`config.mk`:
```
export PLATFORM = sky130hd
export DESIGN_NAME = pdecode_seq
export DESIGN_NICKNAME = d
export VERILOG_FILES = /design/src/rtl/pdecode_seq.sv
export SDC_FILE = /design/constraint.sdc
export NUM_CORES = 1
export LEC_CHECK = 0
export CORE_MARGIN = 3
export CORE_UTILIZATION = 55
export CTS_CLUSTER_DIAMETER = 80
export DETAILED_ROUTE_END_ITERATION = 8
export PLACE_DENSITY = 0.83
export SETUP_SLACK_MARGIN = 0.3
export SYNTH_ARGS = -nofsm -noshare
export SYNTH_HDL_FRONTEND = slang
export SYNTH_SLANG_ARGS = --single-unit
```
`constraint.sdc`:
```
create_clock -name clk -period 3 [get_ports clk]
set_input_delay 0.6 -clock clk [delete_from_list [all_inputs] [get_ports clk]]
set_output_delay 0.6 -clock clk [all_outputs]
set_load 0.01 [all_outputs]
```
`src/rtl/pdecode_seq.sv`:
```
// pdecode_seq: collects a frame of 3-bit code beats, ORs their decoded masks
// together and presents one result per frame (mask, beat count and a flag for
// codes that added no new bits) through a valid/ready output handshake.
module pdecode_seq #(
    parameter int THERMO = 0
) (
    input  logic       clk,
    input  logic       rst,
    input  logic       in_valid,
    input  logic [2:0] in_code,
    input  logic       in_last,
    output logic       in_ready,
    output logic       out_valid,
    output logic [7:0] out_mask,
    output logic [3:0] out_cnt,
    output logic       out_dup,
    input  logic       out_ready
);

    typedef enum logic {
        ACCUM = 1'b0,
        HOLD  = 1'b1
    } state_t;

    // Code-to-mask decode. The thermometer form ~(8'hFE << k) equals
    // (9'd1 << (k+1)) - 1 truncated to 8 bits, so k=7 yields 8'hFF.
    function automatic logic [7:0] dec(input logic [2:0] k);
        logic [7:0] m;
        if (THERMO != 0) begin
            m = ~(8'hFE << k);
        end else begin
            m = 8'h01 << k;
        end
        return m;
    endfunction

    state_t     state_r;
    logic [7:0] acc_r;
    logic [3:0] cnt_r;
    logic       dup_r;

    logic [7:0] dec_s;
    logic       beat_s;
    logic [7:0] acc_nxt_s;
    logic [3:0] cnt_nxt_s;
    logic       dup_nxt_s;

    // Accepting whenever idle-accumulating; blocked while a result is held.
    assign in_ready = (state_r == ACCUM);

    // Next accumulator values for a beat taken this cycle.
    always_comb begin
        dec_s     = dec(in_code);
        beat_s    = in_valid && (state_r == ACCUM);
        acc_nxt_s = acc_r | dec_s;
        cnt_nxt_s = (cnt_r == 4'd15) ? 4'd15 : (cnt_r + 4'd1);
        dup_nxt_s = dup_r | ((acc_r & dec_s) == dec_s);
    end

    // Frame FSM: accumulate beats, publish on last beat, hold until consumed.
    always_ff @(posedge clk or posedge rst) begin
        if (rst) begin
            state_r   <= ACCUM;
            acc_r     <= 8'h00;
            cnt_r     <= 4'd0;
            dup_r     <= 1'b0;
            out_valid <= 1'b0;
            out_mask  <= 8'h00;
            out_cnt   <= 4'd0;
            out_dup   <= 1'b0;
        end else begin
            case (state_r)
                ACCUM: begin
                    if (beat_s) begin
                        if (in_last) begin
                            out_mask  <= acc_nxt_s;
                            out_cnt   <= cnt_nxt_s;
                            out_dup   <= dup_nxt_s;
                            out_valid <= 1'b1;
                            acc_r     <= 8'h00;
                            cnt_r     <= 4'd0;
                            dup_r     <= 1'b0;
                            state_r   <= HOLD;
                        end else begin
                            acc_r <= acc_nxt_s;
                            cnt_r <= cnt_nxt_s;
                            dup_r <= dup_nxt_s;
                        end
                    end else begin
                        state_r <= ACCUM;
                    end
                end
                HOLD: begin
                    if (out_ready) begin
                        out_valid <= 1'b0;
                        state_r   <= ACCUM;
                    end else begin
                        state_r <= HOLD;
                    end
                end
                default: begin
                    out_valid <= 1'b0;
                    state_r   <= ACCUM;
                end
            endcase
        end
    end

endmodule

```
Word-level counts from Yosys, hierarchy flattened

Index checks and enable logic that the tools add are counted.

Memories kept: 0
Word-level logic and storage cells: 35
Memory bits (writable): 0
Output and inout port bits: 15
Bits in latches: 0
Bits in registers: 28
Bits in read-only memories: 0
Input bits: 8

Bitwise gates (word level): 4
Muxes and demuxes: 12
Magnitude comparators: 0
Reductions and logical operators: 4
Equal/unequal tests: 5
Add/sub/neg operators: 1
Divide/modulo/power cells: 0
$mul: 0
Shift operators: 1

Operators by type and width:

| cell                | number |
|---|---|
| $and 8x8->8         | 1 |
| $eq 8x8->1          | 1 |
| $mux 4              | 2 |
| $mux 8              | 1 |
| $or 8x8->8          | 1 |
| $shl 1x3->8 const A | 1 |
| $mux 1              | 7 |
| $reduce_and 3->1    | 2 |
| $add 4x1->4 const B | 1 |
| $eq 4x4->1 const B  | 1 |
| $ne 2x2->1 const B  | 2 |
| $pmux 1 s2          | 2 |
| $ne 2x1->1 const B  | 1 |
| $reduce_and 2->1    | 1 |
| $logic_and 1x1->1   | 1 |
| $not 1->1           | 1 |
| $or 1x1->1          | 1 |

Depth between registers and ports, before layout

Gate-level depths: netlist (run 1).

Depth in word-level cells: 5
Mapped depth: 6
Depth with buffers taken out: 5

Worst setup path before layout (run 1)

No wires, ideal clock.

Path type: input to register
Start: input in_code[1]
End: register out_dup
Data required time: 2.916 ns
Setup time: 0.084 ns
Cell stages on the path: 5
Arrival: 1.283 ns
Buffers on the path: 1
Path slack: 1.633 ns
Cells stage by stage: buf_6 -> mux2i_1 -> a22oi_2 -> nand3_2 -> a41oi_2

Word-level cells in the longest chain between the ends: 4

RTL lines:

| item                 | line | RTL |
|---|---|---|
| start, declared      | 10   | `input logic [2:0] in_code,` |
| $shl 1x3->8 (*)      | 32   | `m = 8'h01 << k;` |
| $and 8x8->8          | 57   | `dup_nxt_s = dup_r \| ((acc_r & dec_s) == dec_s);` |
| $eq 8x8->1 (*)       | 57   |  |
| $or 1x1->1 (*)       | 57   |  |
| end signal, assigned | 78   | `out_dup <= dup_nxt_s;` |
| end, declared        | 16   | `output logic out_dup,` |

Mark *: on every way between the ends. The rest lies on a longest branch, timed or not.
A chain may end at the register's enable or synchronous reset.

Final worst setup path (run 1)

Start: input in_valid
End: register out_cnt[2]

Word-level cells in the longest chain between the ends: 2

RTL lines:

| item                       | line | RTL |
|---|---|---|
| start, declared            | 9    | `input logic in_valid,` |
| $logic_and 1x1->1          | 54   | `beat_s = in_valid && (state_r == ACCUM);` |
| $reduce_and 3->1 (no line) | -    |  |
| end signal, assigned       | 77   | `out_cnt <= cnt_nxt_s;` |
| end, declared              | 15   | `output logic [3:0] out_cnt,` |

No other way between the ends.

==> results.toml, run 1 <==
[finish]
fin_area_um2 = 1540
drive_above_1_share_pct = 10.1
fill_cells = 144
multi_input_area_um2 = 514
syn_to_final_growth_pct = 20.3
antenna-diode-count = 0
seqCellArea_um2 = 701
fin_nets = 159

[yosys]
synth_area_leader_cell = "dfrtp_1"
ys_ff_latch = 28
ys_top_cells_by_area = "dfrtp_1 55%, nand2_1 5.3%, nor2_1 4.4%"
ys.flop_type = "dfrtp_1"
synth_nets = 137
synth.top_cell.area_share_pct = 54.6
yosys_warnings = 0
async_reset_ff_share_pct = 100
syn_inst = 128
syn_area_um2 = 1280
synth_cell_types = 30
synth_edf_count = 0
avgSynthCellArea_um2 = 10.0
seq_area_frac_synth_pct = 54.6

[clock_network]
clkTransAtPathRegs_ns = 0.13
cts_tree = "done"
cts-root-buf = "clkbuf_4"
htree_levels = 1
cts_hold_buf = 0
insertion_delay_ns = 0.33
cts-buffers-inserted = 3
clock_path_buffers = 2
cts_resized = 0
post_cts_buffers = 0
cts_sinks = 28

[routing]
drcViolationCount = 0
num_vias = 1007
ant_nets = 0
drt-pass1-iter-count = 4
avgRoutedWirePerCell_um = 14.2
drt_first_iter_violations = 26
drt-total-wl_um = 2500
viasPerCell = 5.72

[hold_path]
hold_class = "flip-flop to flip-flop"

[die]
ios = 23
die_w_um = 54.3
start_util_pct = 61.7
rows = 16
die_h_um = 54.3
core_um2 = 2080
die_area_um2 = 2950

[global_route]
grt_max_degree = 29
grt_util_all_layers_pct = 20.3
globalRouteOverflowTotal = 0
use_met1_pct = 26.0
antenna_found_initial = 0
grt_pass1_vias = 966
grt_pass1_wl_um = 4240
grt-busiest-layer = "met2"
grt_util_met3_pct = 2.45
met2_usage_pct = 33.3

[placed_design]
port_buffers = 22
dp_hpwl_um = 1790
place_area_um2 = 1490
gp_congestion = 0.871

[pwr]
p_clk_share_pct = 23.9
power.internal_mw = 0.726
p_leak_nw = 0.691
total_power_mw = 1.01
netSwitchingPower_mw = 0.287
cellPowerDensity_nw_per_um2 = 656
seq_power_share_pct = 49.1
irDropWorstVdd_uv = 511
p_comb_share_pct = 27.0
swShare_pct = 28.3

[run]
drv_cap = 0

[sta]
worstMarginPinSlew_ns = 0.646
rsz0062_at_grt = "false"
period_needed_ns = 2.17
slew_viol_final = 0
maxSlewHeadroom_pct = 56.8
final-hold-violation-count = 0
fmax_mhz = 462
timing.final.crit_share_pct = 72.2
finalSetupViolations = 0
finalClockSkew_ns = 0.0115
fin_tns_setup_ns = 0

[setup_path]
slowest_delay_ns = 0.49
cp_slowest_cell = "nand2_1"
worstPathArrival_ns = 2.39
worst_path_dominant_cell_family = "simple AND/OR/NAND/NOR gates"
crit_chain = "clkdlybuf4s50_1 > nor2b_2 > nand2_1 > o31ai_1"
required_ns = 3.22
critPathBufInv = 1
cp_max_fo = 24
cp-end-kind = "flip-flop"
path_class = "input port to flip-flop"
start_kind = "input port"

[run_status]
status = "complete, no violations"
-- placed cells by master (no fill, tap or decap), drive strengths merged, types with 2 or more instances in the layout --
| cell type | count |
|---|---|
| clkbuf | 3 |
| o21ai | 13 |
| dfrtp | 28 |
| inv | 4 |
| a31oi | 8 |
| nand2 | 19 |
| clkdlybuf4s50 | 22 |
| nor2b | 2 |
| nor2 | 16 |
| nand2b | 2 |
| mux2i | 4 |
| a21oi | 11 |
| a41oi | 2 |
| nand3 | 4 |
-- worst min-delay path: stages, from the launching register on --
cell and delay (ns):
dfrtp_1 0.36, nand2_1 0.05, nand2_1 0.06
-- per-layer routing --
metal  routed length (um)  share of wire (%)
met2                 1180                 47
met1                 1130                 45
met3                  147                5.9
met5                    0                  0
met4                   46                1.8
-- Yosys cell counts (3+ instances only) --
cell type	instances
a21oi_1	11
nor2_1	15
buf_6	3
o21ai_0	6
nand3_1	3
o21ai_1	7
dfrtp_1	28
nand2_1	18
inv_1	4
a31oi_1	7
mux2i_1	4
-- final timing paths --
| path | start | end | slack [ns] | cells after the start |
|---|---|---|---|---|
| worst max-delay path | in_valid | out_cnt[2] | 0.83 | 4 |
| worst min-delay path | out_valid | out_valid | 0.50 | 2 |
| worst max register to register | state_r | out_cnt[2] | 1.17 | 3 |
| worst min register to register | out_valid | out_valid | 0.50 | 2 |
| max in group asynchronous | rst | out_dup | 2.10 | 3 |
| min in group asynchronous | rst | cnt_r[3] | 0.63 | 3 |
-- power groups by stage --
stage | Clock (mW) | Combinational (mW) | Sequential, mW
2_1_floorplan | 0 | 0.130 | 0.518
3_3_place_gp | 0 | 0.266 | 0.501
3_5_place_dp | 0 | 0.272 | 0.505
4_1_cts | 0.248 | 0.275 | 0.498
5_1_grt | 0.259 | 0.306 | 0.507
6_report | 0.242 | 0.273 | 0.498
-- through the flow --
step | hold slack [ns] | worst slack, ns | util [%] | cells
2_1_floorplan | 0.476 | 1.63 | - | 128
3_3_place_gp | 0.462 | 0.674 | 71.6 | 172
3_5_place_dp | 0.464 | 0.599 | 71.6 | 172
4_1_cts | 0.498 | 0.868 | 74.2 | 176
5_1_grt | 0.529 | 0.631 | 74.2 | 176
6_report | 0.496 | 0.835 | 74.2 | 176
-- cells by family (layout without fill, tap and decap cells) --
| family | Yosys count | after routing | synth area share, % |
|---|---|---|---|
| simple gates | 45 | 45 | 16.2 |
| buf+inv | 10 | 31 | 5.36 |
| compound gates | 39 | 39 | 18.9 |
| fa+ha+maj | 1 | 1 | 0.975 |
| mux | 5 | 5 | 4.00 |
| flops | 28 | 28 | 54.6 |
-- state kept, by name (all words and copies together) (netlist names) --
register,count
state_r,1
cnt_r,4
out_mask,8
dup_r,1
out_dup,1
acc_r,8
out_cnt,4
out_valid,1
-- layout make-up --
class	instances	area share [%]
multi-input combinational	90	33.3
inverter	4	0.972
timing repair buffer	23	14.7
clock buffer	3	1.46
clock inverter	1	1.94
sequential	28	45.4
tap	27	2.19
No activity file was read; power rests on OpenSTA's default activity.
==> run 2, diff against run 1 <==
--- a/config.mk
+++ b/config.mk
@@ -6,10 +6,10 @@
 export NUM_CORES = 1
 export LEC_CHECK = 0
 export CORE_MARGIN = 3
-export CORE_UTILIZATION = 55
+export CORE_UTILIZATION = 51
 export CTS_CLUSTER_DIAMETER = 80
 export DETAILED_ROUTE_END_ITERATION = 8
-export PLACE_DENSITY = 0.83
+export PLACE_DENSITY = 0.78
 export SETUP_SLACK_MARGIN = 0.3
 export SYNTH_ARGS = -nofsm -noshare
 export SYNTH_HDL_FRONTEND = slang
==> constraint.sdc (replaced) <==
create_clock -name clk -period 2.1 [get_ports clk]
set_input_delay 0.42 -clock clk [delete_from_list [all_inputs] [get_ports clk]]
set_output_delay 0.42 -clock clk [all_outputs]
set_load 0.01 [all_outputs]
==> results.toml, run 2 (synthesis gave the netlist of run 1 again) <==
[clock_network]
cts_sinks = 28
clock_path_buffers = 2
clkTransAtPathRegs_ns = 0.14
cts_tree = "done"
cts_hold_buf = 0
insertion_delay_ns = 0.32
cts-root-buf = "clkbuf_4"
cts-buffers-inserted = 3
htree_levels = 1

[setup_path]
crit_chain = "clkdlybuf4s50_1"
critPathBufInv = 1
start_kind = "flip-flop"
required_ns = 1.68
cp-end-kind = "primary output"
cp-startpoint = "out_mask[0]"
cp_max_fo = 2
reg2reg_from = "state_r"
path_class = "flip-flop to primary output"
worst_path_dominant_cell_family = "buffers and inverters"
slowest_delay_ns = 0.54
cp_slowest_cell = "clkdlybuf4s50_1"
worstPathArrival_ns = 1.25

[global_route]
antenna_found_initial = 0
grt_pass1_wl_um = 4130
grt_pass1_vias = 875
grt-busiest-layer = "met2"
met2_usage_pct = 25.0
grt_util_all_layers_pct = 16.7
globalRouteOverflowTotal = 0
grt_max_degree = 29
grt_util_met3_pct = 4.18
use_met1_pct = 23.9

[routing]
viasPerCell = 5.38
num_vias = 968
drt-pass1-iter-count = 6
drcViolationCount = 0
avgRoutedWirePerCell_um = 13.5
drt-total-wl_um = 2430
ant_nets = 0
drt_first_iter_violations = 15

[finish]
seqCellArea_um2 = 701
final_common_cell = "dfrtp_1"
layout_common_cells = "28 x dfrtp_1, 21 x clkdlybuf4s50_1, 18 x nand2_1, 15 x nor2_1, 11 x a21oi_1"
syn_to_final_growth_pct = 20.6
antenna-diode-count = 0
fin_nets = 163
largestRegisters = "acc_r: 8 flops, out_mask: 8 flops"
multi_input_area_um2 = 514
drive_above_1_share_pct = 11.8
fill_cells = 185

[pwr]
p_leak_nw = 0.701
irDropWorstVdd_uv = 491
cellPowerDensity_nw_per_um2 = 854
total_power_mw = 1.32

[sta]
timing.final.crit_share_pct = 79.4
rsz0062_at_grt = "false"
maxSlewHeadroom_pct = 71.0
fin_tns_setup_ns = 0
final-hold-violation-count = 0
finalSetupViolations = 0
fmax_mhz = 600
worstMarginPinSlew_ns = 0.433
slew_viol_final = 0
whs_ns = 0.434
finalClockSkew_ns = 0.0106
period_needed_ns = 1.67

[placed_design]
port_buffers = 22
dp_hpwl_um = 1830
gp_congestion = 0.852

[die]
die_w_um = 56.2
core_um2 = 2300
rows = 17
die_h_um = 56.2
ios = 23
start_util_pct = 55.9
die_area_um2 = 3160

[run]
drv_cap = 0

[hold_path]
hold_class = "input port to asynchronous set/reset pin"

[run_status]
status = "complete, no violations"
[run 2: cell count changes in the layout (fill, tap and decap cells not counted), sizes merged]
| cell | previous run | this run |
|---|---|---|
| buf | 1 | 5 |
| bufinv | 1 | 0 |
| clkdlybuf4s50 | 22 | 21 |
| dlymetal6s2s | 0 | 1 |
[run 2: metrics by stage]
step	util [%]	cell area, um2	instances	setup slack, ns
6_report	67.4	1550	180	0.434
5_1_grt	67.4	1550	180	0.352
4_1_cts	67.3	1550	180	0.354
3_3_place_gp	66.0	1520	176	0.239
2_1_floorplan	-	1280	128	0.913
3_5_place_dp	66.0	1520	176	0.210
[run 2: power by group]
part | internal [mW] | total [mW] | switching, mW | leakage [nW]
clock network | 0.0673 | 0.215 | 0.147 | 0.0138
logic | 0.210 | 0.400 | 0.189 | 0.325
registers | 0.641 | 0.708 | 0.0676 | 0.362
[run 2: worst paths after layout]
kind                                     to  slack (ns)  cells after the start
worst max-delay path            out_mask[0]        0.43                      1
worst min-delay path               acc_r[6]        0.43                      3
worst max register to register      out_dup        0.74                      6
worst min register to register    out_valid        0.50                      2
max in group asynchronous          acc_r[1]        1.41                      3
min in group clk                  out_valid        0.50                      2
[run 2: what timing repair did]
action,in CTS,in global routing
endpoints found under the setup margin,1,1
setup buffers,1,0
resized for setup,0,1
[run 2: per-layer routing]
layer	wire, um	share of wire [%]
met2	1070	44
met3	126	5.2
met1	1200	49
met4	31	1.3
met5	0	0
[run 2: final cells by class]
cell class / count / area share (%)
clock buffers: 3 / 1.46
inverters: 4 / 0.970
multi-input cells: 90 / 33.2
flip-flops and latches: 28 / 45.3
well taps: 28 / 2.26
repair buffers: 27 / 16.8
==> run 3, diff against run 2 <==
==> constraint.sdc (replaced) <==
create_clock -name clk -period 1.66 [get_ports clk]
set_input_delay 0.332 -clock clk [delete_from_list [all_inputs] [get_ports clk]]
set_output_delay 0.332 -clock clk [all_outputs]
set_load 0.01 [all_outputs]
==> results.toml, run 3 (synthesis gave the netlist of run 1 again) <==
[run_status]
status = "complete, no violations"

[setup_path]
worstRegToRegCells = 5
cp_slowest_cell = "dfrtp_1"
path_depth = 1
cp_max_fo = 2
reg2reg_to = "out_cnt[2]"
worstPathArrival_ns = 0.98
start_kind = "flip-flop"
cp-startpoint = "out_dup"
slowest_delay_ns = 0.41
reg2reg_from = "state_r"
cp-end-kind = "primary output"
crit_end = "out_dup"
required_ns = 1.33
path_class = "flip-flop to primary output"
critPathBufInv = 1
rrSetupSlack_ns = 0.38
crit_chain = "clkdlybuf4s15_1"
worst_path_dominant_cell_family = "flip-flops"

[finish]
final_common_cell = "dfrtp_1"
fill_cells = 170
fin_area_um2 = 1670
layout_common_cells = "27 x dfrtp_1, 19 x buf_4, 18 x nand2_1, 14 x nor2_1, 14 x clkdlybuf4s15_1"
fin_nets = 177
syn_to_final_growth_pct = 30.4
fin_util_pct = 72.9
drive_above_1_share_pct = 22.8
largestRegisters = "acc_r: 8 flops, out_mask: 8 flops"
antenna-diode-count = 0

[routing]
drt-pass1-iter-count = 4
drt_first_iter_violations = 30
ant_nets = 0
drcViolationCount = 0
viasPerCell = 5.57
avgRoutedWirePerCell_um = 14.3
drt-total-wl_um = 2780
num_vias = 1087

[die]
die_w_um = 56.2
start_util_pct = 55.9
ios = 23
core_um2 = 2300
die_area_um2 = 3160
rows = 17
die_h_um = 56.2

[clock_network]
cts_hold_buf = 0
htree_levels = 1
cts-buffers-inserted = 3
clock_path_buffers = 2
clkTransAtPathRegs_ns = 0.14
cts_tree = "done"
cts-root-buf = "clkbuf_4"
cts_sinks = 28
insertion_delay_ns = 0.33

[sta]
finalClockSkew_ns = 0.00298
final-hold-violation-count = 0
maxSlewHeadroom_pct = 76.7
timing.final.crit_share_pct = 78.8
period_needed_ns = 1.31
rsz0062_at_grt = "false"
worstMarginPinSlew_ns = 0.349
finalSetupViolations = 0
fmax_mhz = 765
slew_viol_final = 0

[global_route]
grt_max_degree = 29
grt_pass1_wl_um = 4600
grt_pass1_vias = 1038
antenna_found_initial = 0
grt_util_all_layers_pct = 18.5
globalRouteOverflowTotal = 0

[run]
drv_cap = 0

[placed_design]
place_area_um2 = 1560
dp_hpwl_um = 1960
gp_congestion = 0.804
port_buffers = 22

[pwr]
p_clk_share_pct = 18.6
power.internal_mw = 1.22
p_comb_share_pct = 30.3
swShare_pct = 31.0
p_leak_nw = 0.796
netSwitchingPower_mw = 0.548
seq_power_share_pct = 51.0
irDropWorstVdd_uv = 693
cellPowerDensity_nw_per_um2 = 1060

[hold_path]
hold_class = "input port to asynchronous set/reset pin"
==> run 3: power groups by stage <==
stage          Clock, mW  Combinational, mW  Sequential, mW
6_report           0.330              0.537           0.903
5_1_grt            0.358              0.591           0.916
4_1_cts            0.334              0.474           0.895
3_5_place_dp           0              0.521           0.915
3_3_place_gp           0              0.503           0.906
2_1_floorplan          0              0.235           0.936
==> run 3: routing by layer <==
| layer | global-route usage, % | wire (um) | up-vias |
|---|---|---|---|
| li1 | - | - | 522 |
| met1 | 23.6 | 1300 | 528 |
| met2 | 30.1 | 1300 | 28 |
| met3 | 3.48 | 109 | 9 |
| met4 | 8.81 | 69 | 0 |
| met5 | 0 | 0 | - |
==> run 3: layout make-up <==
cell class	instances	area [um2]	share of cell area [%]
tap	28	35.0	2.09
inverter	4	15.0	0.897
sequential	28	702	41.9
multi-input combinational	90	527	31.5
timing repair buffer	41	359	21.4
clock buffer	4	36.3	2.17
==> run 3: per-stage QoR <==
step	setup TNS (ns)	hold slack (ns)	setup slack [ns]	total power [mW]	std cells
6_report	0	0.354	0.353	1.77	195
5_1_grt	0	0.410	0.288	1.87	195
4_1_cts	0	0.365	0.245	1.70	188
3_5_place_dp	-0.0799	0.468	-0.0738	1.44	182
3_3_place_gp	-0.0148	0.455	-0.0148	1.41	182
2_1_floorplan	0	0.397	0.508	1.17	128
==> run 3: how the worst min path moves through the flow <==
stage | endpoint | slack (ns) | cells after the start
after floorplan | acc_r[0] | 0.40 | 1
after CTS | out_cnt[1] | 0.37 | 3
final | out_mask[1] | 0.35 | 3
after detailed placement | out_cnt[2] | 0.47 | 2
after global placement | out_valid | 0.46 | 2
after global routing | out_cnt[2] | 0.41 | 3
==> run 3: timing repair <==
action,CTS,global route
endpoints found under the hold margin,0,0
setup buffers,2,7
gates resized for setup,17,21
pin swaps,0,1
endpoints found under the setup margin,16,31
cloned,0,0
